--- config.mk ---
export PLATFORM = sky130hd
export DESIGN_NAME = sad_result_ctrl
export DESIGN_NICKNAME = d
export VERILOG_FILES = /design/src/rtl/sad_pkg.sv /design/src/rtl/sad_result_ctrl.sv
export SDC_FILE = /design/constraint.sdc
export NUM_CORES = 1
export LEC_CHECK = 0
export CAP_MARGIN = 25
export CORE_MARGIN = 3
export CORE_UTILIZATION = 35
export CTS_BUF_LIST = sky130_fd_sc_hd__clkbuf_16
export CTS_CLUSTER_SIZE = 14
export DETAILED_ROUTE_END_ITERATION = 7
export PLACE_DENSITY = 0.7
export REMOVE_ABC_BUFFERS = 1
export SLEW_MARGIN = 20
export SYNTH_ARGS = -nofsm -noshare
export SYNTH_HDL_FRONTEND = slang
export SYNTH_SLANG_ARGS = --single-unit
--- constraint.sdc ---
create_clock -name Clk -period 2.9 [get_ports Clk]
set_input_delay 0.87 -clock Clk [delete_from_list [all_inputs] [get_ports Clk]]
set_output_delay 0.87 -clock Clk [all_outputs]
set_load 0.01 [all_outputs]
--- src/rtl/sad_pkg.sv ---
// sad_pkg: shared definitions for the SAD result path.
//   SAD_ADDR_W / SAD_DATA_W : default result SRAM geometry (128 x 32)
//   DEPTH                   : number of SRAM entries
//   sad_state_e             : result controller state encoding
package sad_pkg;

    localparam int SAD_ADDR_W = 7;
    localparam int SAD_DATA_W = 32;
    localparam int DEPTH      = 2 ** SAD_ADDR_W;

    typedef enum logic [1:0] {
        IDLE  = 2'd0,
        RD    = 2'd1,
        DRAIN = 2'd2
    } sad_state_e;

endpackage

--- src/rtl/sad_result_ctrl.sv ---
// sad_result_ctrl: initiator side of the SAD result SRAM.
// Stores SAD results arriving on a valid/ready stream at consecutive
// addresses, and on Start_Dump reads every stored entry back in address
// order as a dump stream. The SRAM is the only storage.
//
// Ports
//   Clk, Rst                  clock, asynchronous active-high reset
//   Res_Valid/Res_Data/Res_Ready   result input stream
//   Start_Dump, Clear         one-cycle command pulses (acted on in IDLE only)
//   Dump_Valid/Data/Last      read-back stream, no backpressure
//   Dump_Done                 pulse the cycle after the final dump word
//   Count, Full, Busy         status
//   Sram_Addr/En/RW/Wdata     registered SRAM command (RW: 1=write, 0=read)
//   Sram_Rdata                SRAM read data, one cycle after a read
//
// state | meaning
// ------+-----------------------------------------------------------
// IDLE  | accepting results; waiting for Start_Dump / Clear
// RD    | one SRAM read issued per cycle, addresses 0..Count-1
// DRAIN | last read data returning; buffer emptied on exit
module sad_result_ctrl
    import sad_pkg::*;
#(
    parameter int ADDR_W = SAD_ADDR_W,
    parameter int DATA_W = SAD_DATA_W
) (
    input  logic              Clk,
    input  logic              Rst,
    input  logic              Res_Valid,
    input  logic [DATA_W-1:0] Res_Data,
    output logic              Res_Ready,
    input  logic              Start_Dump,
    input  logic              Clear,
    output logic              Dump_Valid,
    output logic [DATA_W-1:0] Dump_Data,
    output logic              Dump_Last,
    output logic              Dump_Done,
    output logic [ADDR_W:0]   Count,
    output logic              Full,
    output logic              Busy,
    output logic [ADDR_W-1:0] Sram_Addr,
    output logic              Sram_En,
    output logic              Sram_RW,
    output logic [DATA_W-1:0] Sram_Wdata,
    input  logic [DATA_W-1:0] Sram_Rdata
);

    localparam int               CNT_W    = ADDR_W + 1;
    localparam logic [CNT_W-1:0] CNT_FULL = CNT_W'(2 ** ADDR_W);

    sad_state_e        state_q, state_d;
    logic [CNT_W-1:0]  count_q, count_d;
    logic [ADDR_W-1:0] wr_ptr_q, wr_ptr_d;
    logic [ADDR_W-1:0] rd_ptr_q, rd_ptr_d;

    logic              sram_en_d, sram_rw_d;
    logic [ADDR_W-1:0] sram_addr_d;
    logic [DATA_W-1:0] sram_wdata_d;
    logic              dump_valid_d, dump_last_d, dump_done_d;

    logic              accept;
    logic              rd_last;

    assign Full      = (count_q == CNT_FULL);
    assign Busy      = (state_q != IDLE);
    assign Count     = count_q;
    // Held low during reset so every output reads 0 while Rst is high.
    assign Res_Ready = !Rst && (state_q == IDLE) && !Full && !Start_Dump && !Clear;
    assign accept    = Res_Valid && Res_Ready;

    // rd_ptr_q is the address of the read on the SRAM port this cycle.
    assign rd_last   = (state_q == RD) && ({1'b0, rd_ptr_q} == (count_q - 1'b1));

    // SRAM returns zero when not reading; gating keeps Dump_Data clean
    // across reset as well.
    assign Dump_Data = Dump_Valid ? Sram_Rdata : '0;

    always_ff @(posedge Clk or posedge Rst) begin
        if (Rst) begin
            state_q <= IDLE;
        end else begin
            state_q <= state_d;
        end
    end

    always_comb begin
        state_d      = state_q;
        count_d      = count_q;
        wr_ptr_d     = wr_ptr_q;
        rd_ptr_d     = rd_ptr_q;
        sram_en_d    = 1'b0;
        sram_rw_d    = 1'b0;
        sram_addr_d  = '0;
        sram_wdata_d = '0;
        dump_done_d  = 1'b0;
        dump_valid_d = Sram_En && !Sram_RW;
        dump_last_d  = Sram_En && !Sram_RW && rd_last;

        case (state_q)
            IDLE: begin
                if (Start_Dump) begin
                    if (count_q != '0) begin
                        state_d     = RD;
                        rd_ptr_d    = '0;
                        sram_en_d   = 1'b1;
                        sram_addr_d = '0;
                    end else begin
                        dump_done_d = 1'b1;
                    end
                end else if (Clear) begin
                    count_d  = '0;
                    wr_ptr_d = '0;
                end else if (accept) begin
                    sram_en_d    = 1'b1;
                    sram_rw_d    = 1'b1;
                    sram_addr_d  = wr_ptr_q;
                    sram_wdata_d = Res_Data;
                    wr_ptr_d     = wr_ptr_q + 1'b1;
                    count_d      = count_q + 1'b1;
                end
            end
            RD: begin
                if (rd_last) begin
                    state_d = DRAIN;
                end else begin
                    rd_ptr_d    = rd_ptr_q + 1'b1;
                    sram_en_d   = 1'b1;
                    sram_addr_d = rd_ptr_q + 1'b1;
                end
            end
            DRAIN: begin
                state_d     = IDLE;
                dump_done_d = 1'b1;
                count_d     = '0;
                wr_ptr_d    = '0;
                rd_ptr_d    = '0;
            end
            default: begin
                state_d = IDLE;
            end
        endcase
    end

    always_ff @(posedge Clk or posedge Rst) begin
        if (Rst) begin
            count_q    <= '0;
            wr_ptr_q   <= '0;
            rd_ptr_q   <= '0;
            Sram_En    <= 1'b0;
            Sram_RW    <= 1'b0;
            Sram_Addr  <= '0;
            Sram_Wdata <= '0;
            Dump_Valid <= 1'b0;
            Dump_Last  <= 1'b0;
            Dump_Done  <= 1'b0;
        end else begin
            count_q    <= count_d;
            wr_ptr_q   <= wr_ptr_d;
            rd_ptr_q   <= rd_ptr_d;
            Sram_En    <= sram_en_d;
            Sram_RW    <= sram_rw_d;
            Sram_Addr  <= sram_addr_d;
            Sram_Wdata <= sram_wdata_d;
            Dump_Valid <= dump_valid_d;
            Dump_Last  <= dump_last_d;
            Dump_Done  <= dump_done_d;
        end
    end

endmodule
==> flow_summary.json <==
{
  "status": "completed",
  "synth_common_cells": "69 x and2_1, 68 x dfrtp_1, 18 x nand2_1, 18 x nor2_1, 18 x xnor2_1",
  "nFillCells": 825,
  "grt_pass1_wl_mm": 14.6,
  "synth-main-ff-cell": "dfrtp_1",
  "dieWidth_um": 104,
  "io_pins": 156,
  "hold_viol": 0,
  "multi_input_area_um2": 1510,
  "yosys-top-cells-area": "dfrtp_1 50%, and2_1 13%, xnor2_1 4.7%",
  "drtIter0Drc": 186,
  "grt_setup_unrepaired": "false",
  "p_leak_nw": 2.31,
  "ant_nets": 0,
  "crit_fanout": 1,
  "reg2reg_from": "Count[1]$_DFFE_PP0P_",
  "ir_worst_vdd_uv": 321,
  "combPwrFrac_pct": 42.2,
  "final_core_util_pct": 58.0,
  "via_per_inst": 4.73,
  "area_growth_syn_to_layout_pct": 59.6,
  "maxCapViolCount": 0,
  "cts.sinks": 68,
  "initial_core_util_pct": 36.3,
  "sw_frac_of_total_pct": 33.0,
  "skew_ns": 0.00652,
  "worstMarginPinSlew_ns": 0.634,
  "wire_per_inst_um": 14.5,
  "via_count": 2944,
  "port_buffers": 155,
  "synth_edf_count": 0,
  "r2r_slack_ns": 0.36,
  "core_um2": 9280,
  "p_switching_mw": 1.26,
  "critical_path_required_ns": 2.03,
  "synth_largest_area_cell": "dfrtp_1",
  "final_max_slew_viol_count": 0,
  "min_path_cells": 1,
  "dieHeight_um": 104,
  "dr.pass1.iters": 4,
  "rows": 35,
  "setup_viol": 0,
  "ctsHoldBuffers": 0,
  "power_mw": 3.83,
  "period_share_pct": 99.3,
  "layout.area.seq_um2": 1700,
  "grt_usage_pct": 16.8,
  "syn_inst": 326,
  "cts-root-buf": "clkbuf_16",
  "cellPowerDensity_nw_per_um2": 711,
  "drive_above_1_share_pct": 10.5,
  "clk_path_buf_depth": 2,
  "cp.arrival_ns": 2.01,
  "hold_start": "Sram_RW$_DFF_PP0_",
  "synth_area_um2": 3370,
  "antenna_found_initial": 0,
  "place_hpwl_mm": 6.96,
  "fin_crit_ns": 2.88,
  "reg2reg_to": "rd_ptr_q[1]$_DFFE_PP0P_",
  "routed_wl_mm": 9.03,
  "clkPwrFrac_pct": 25.1,
  "cts.clk_slew.worst_paths_ns": 0.05,
  "yosysTopAreaCellShare_pct": 50.5,
  "critPathKind": "in -> out",
  "dieArea_um2": 10800,
  "holdPathEnd": "Dump_Valid$_DFF_PP0_",
  "drcViolationCount": 0,
  "cp-end-kind": "output pin",
  "pre_cts_ws_ns": -0.285,
  "hp-class": "reg -> reg",
  "grt.overflow.total": 0,
  "synth_cell_types": 51,
  "ys_seq_area_share_pct": 50.5,
  "worstSkewPairLatency_ns": 0.32,
  "setup_slack_ns": 0.0214,
  "syn_area_per_cell_um2": 10.3,
  "antennaDiodeCount": 0,
  "critPathLaunchType": "input pin",
  "cts_tree": "yes",
  "cts_made_buffers": 9,
  "async_flop_share_pct": 100,
  "intPower_mw": 2.56,
  "final_nets": 562,
  "gp_congestion": 0.808,
  "grt_pass1_vias": 2862,
  "htreeDepth": 3,
  "r2r_cells": 8,
  "grt_max_degree": 46,
  "seqPwrFrac_pct": 32.7,
  "synth_most_common_cell": "and2_1",
  "synth.ff_latch_count": 68,
  "relSlewSlack_pct": 57.7,
  "synth_warnings": 0,
  "fmax_mhz": 347
}
## power groups by stage
stage          sequential (mW)  combinational [mW]  clock [mW]
2_1_floorplan             1.33               0.765           0
3_3_place_gp              1.26                1.60           0
3_5_place_dp              1.26                1.63           0
4_1_cts                   1.25                1.63       0.983
5_1_grt                   1.27                1.76        1.03
6_report                  1.25                1.62       0.960
## cell families (layout without fill, tap and decap cells)
family	count (synthesis)	count (layout)	synth area share [%]
buffers and inverters	32	199	4.75
AO/OA/AOI/OAI	36	36	7.79
multiplexers	1	1	0.445
flip-flops	68	68	50.5
adder cells (fa/ha/maj)	5	5	1.86
AND/OR/NAND/NOR	160	160	28.2
XOR/XNOR	24	24	6.46
## critical path, stage by stage
cell and delay [ns]:
clkdlybuf4s50_1 0.48, and2_1 0.12, clkdlybuf4s50_1 0.53
## metrics by stage
step,instances,hold WS (ns),area [um2],setup TNS [ns]
6_report,622,0.438,5380,0
5_1_grt,622,0.480,5380,0
4_1_cts,621,0.443,5370,0
3_5_place_dp,604,0.435,5090,-0.285
3_3_place_gp,604,0.441,5090,-0.272
2_1_floorplan,304,0.476,3250,0
## per-layer routing
| metal | vias up | share of wire, % | global-route usage [%] |
|---|---|---|---|
| li1 | 1414 | - | - |
| met1 | 1386 | 40 | 19.5 |
| met2 | 134 | 50 | 28.9 |
| met3 | 10 | 8.5 | 5.15 |
| met4 | 0 | 1.5 | 6.46 |
| met5 | - | 0 | 0 |
## registers in the layout, summed over array words and instances, names as in the netlist
name / flops
Dump_Last: 1
Sram_En: 1
Sram_Wdata: 32
Dump_Done: 1
state_q: 2
wr_ptr_q: 7
Sram_RW: 1
Dump_Valid: 1
Sram_Addr: 7
rd_ptr_q: 7
Count: 8
## worst max-delay path by stage
stage	from	end	slack, ns	depth (start not counted)
2_1_floorplan	Rst	Count[0]$_DFFE_PP0P_	0.32	1
3_3_place_gp	Rst	Res_Ready	-0.27	4
3_5_place_dp	Rst	Res_Ready	-0.29	4
4_1_cts	Start_Dump	Res_Ready	0.007	4
5_1_grt	Sram_Rdata[0]	Dump_Data[0]	0.005	3
6_report	Sram_Rdata[18]	Dump_Data[18]	0.02	3
## cell usage in the layout, fill, tap and decap left out, types with 5 or more instances in the layout
master,Yosys,final
nor3_1,7,7
nand4_1,5,5
ha_1,5,5
o21ai_0,7,7
xnor2_1,18,18
clkinvlp_4,0,5
nand2_1,18,18
nand3_1,14,14
a21oi_1,9,9
clkbuf_16,0,9
xor2_1,5,5
and2_1,69,69
inv_1,9,9
buf_4,3,17
nor2_1,18,18
clkdlybuf4s50_1,0,153
dfrtp_1,68,68
## what timing repair did
action	in CTS	in global routing
gates cloned	0	0
endpoints found under the hold margin	0	0
endpoints found under the setup margin	1	3
buffers inserted	1	1
pin swaps	1	1
gates resized for setup	1	4
## layout make-up
class,count,area share [%]
Tap cell,129,3.00
Inverter,10,0.698
Clock buffer,9,4.19
Multi-Input combinational cell,226,28.1
Sequential cell,68,31.6
Clock inverter,7,0.837
Timing Repair Buffer,173,31.5
No activity file was read; power rests on OpenSTA's default activity.
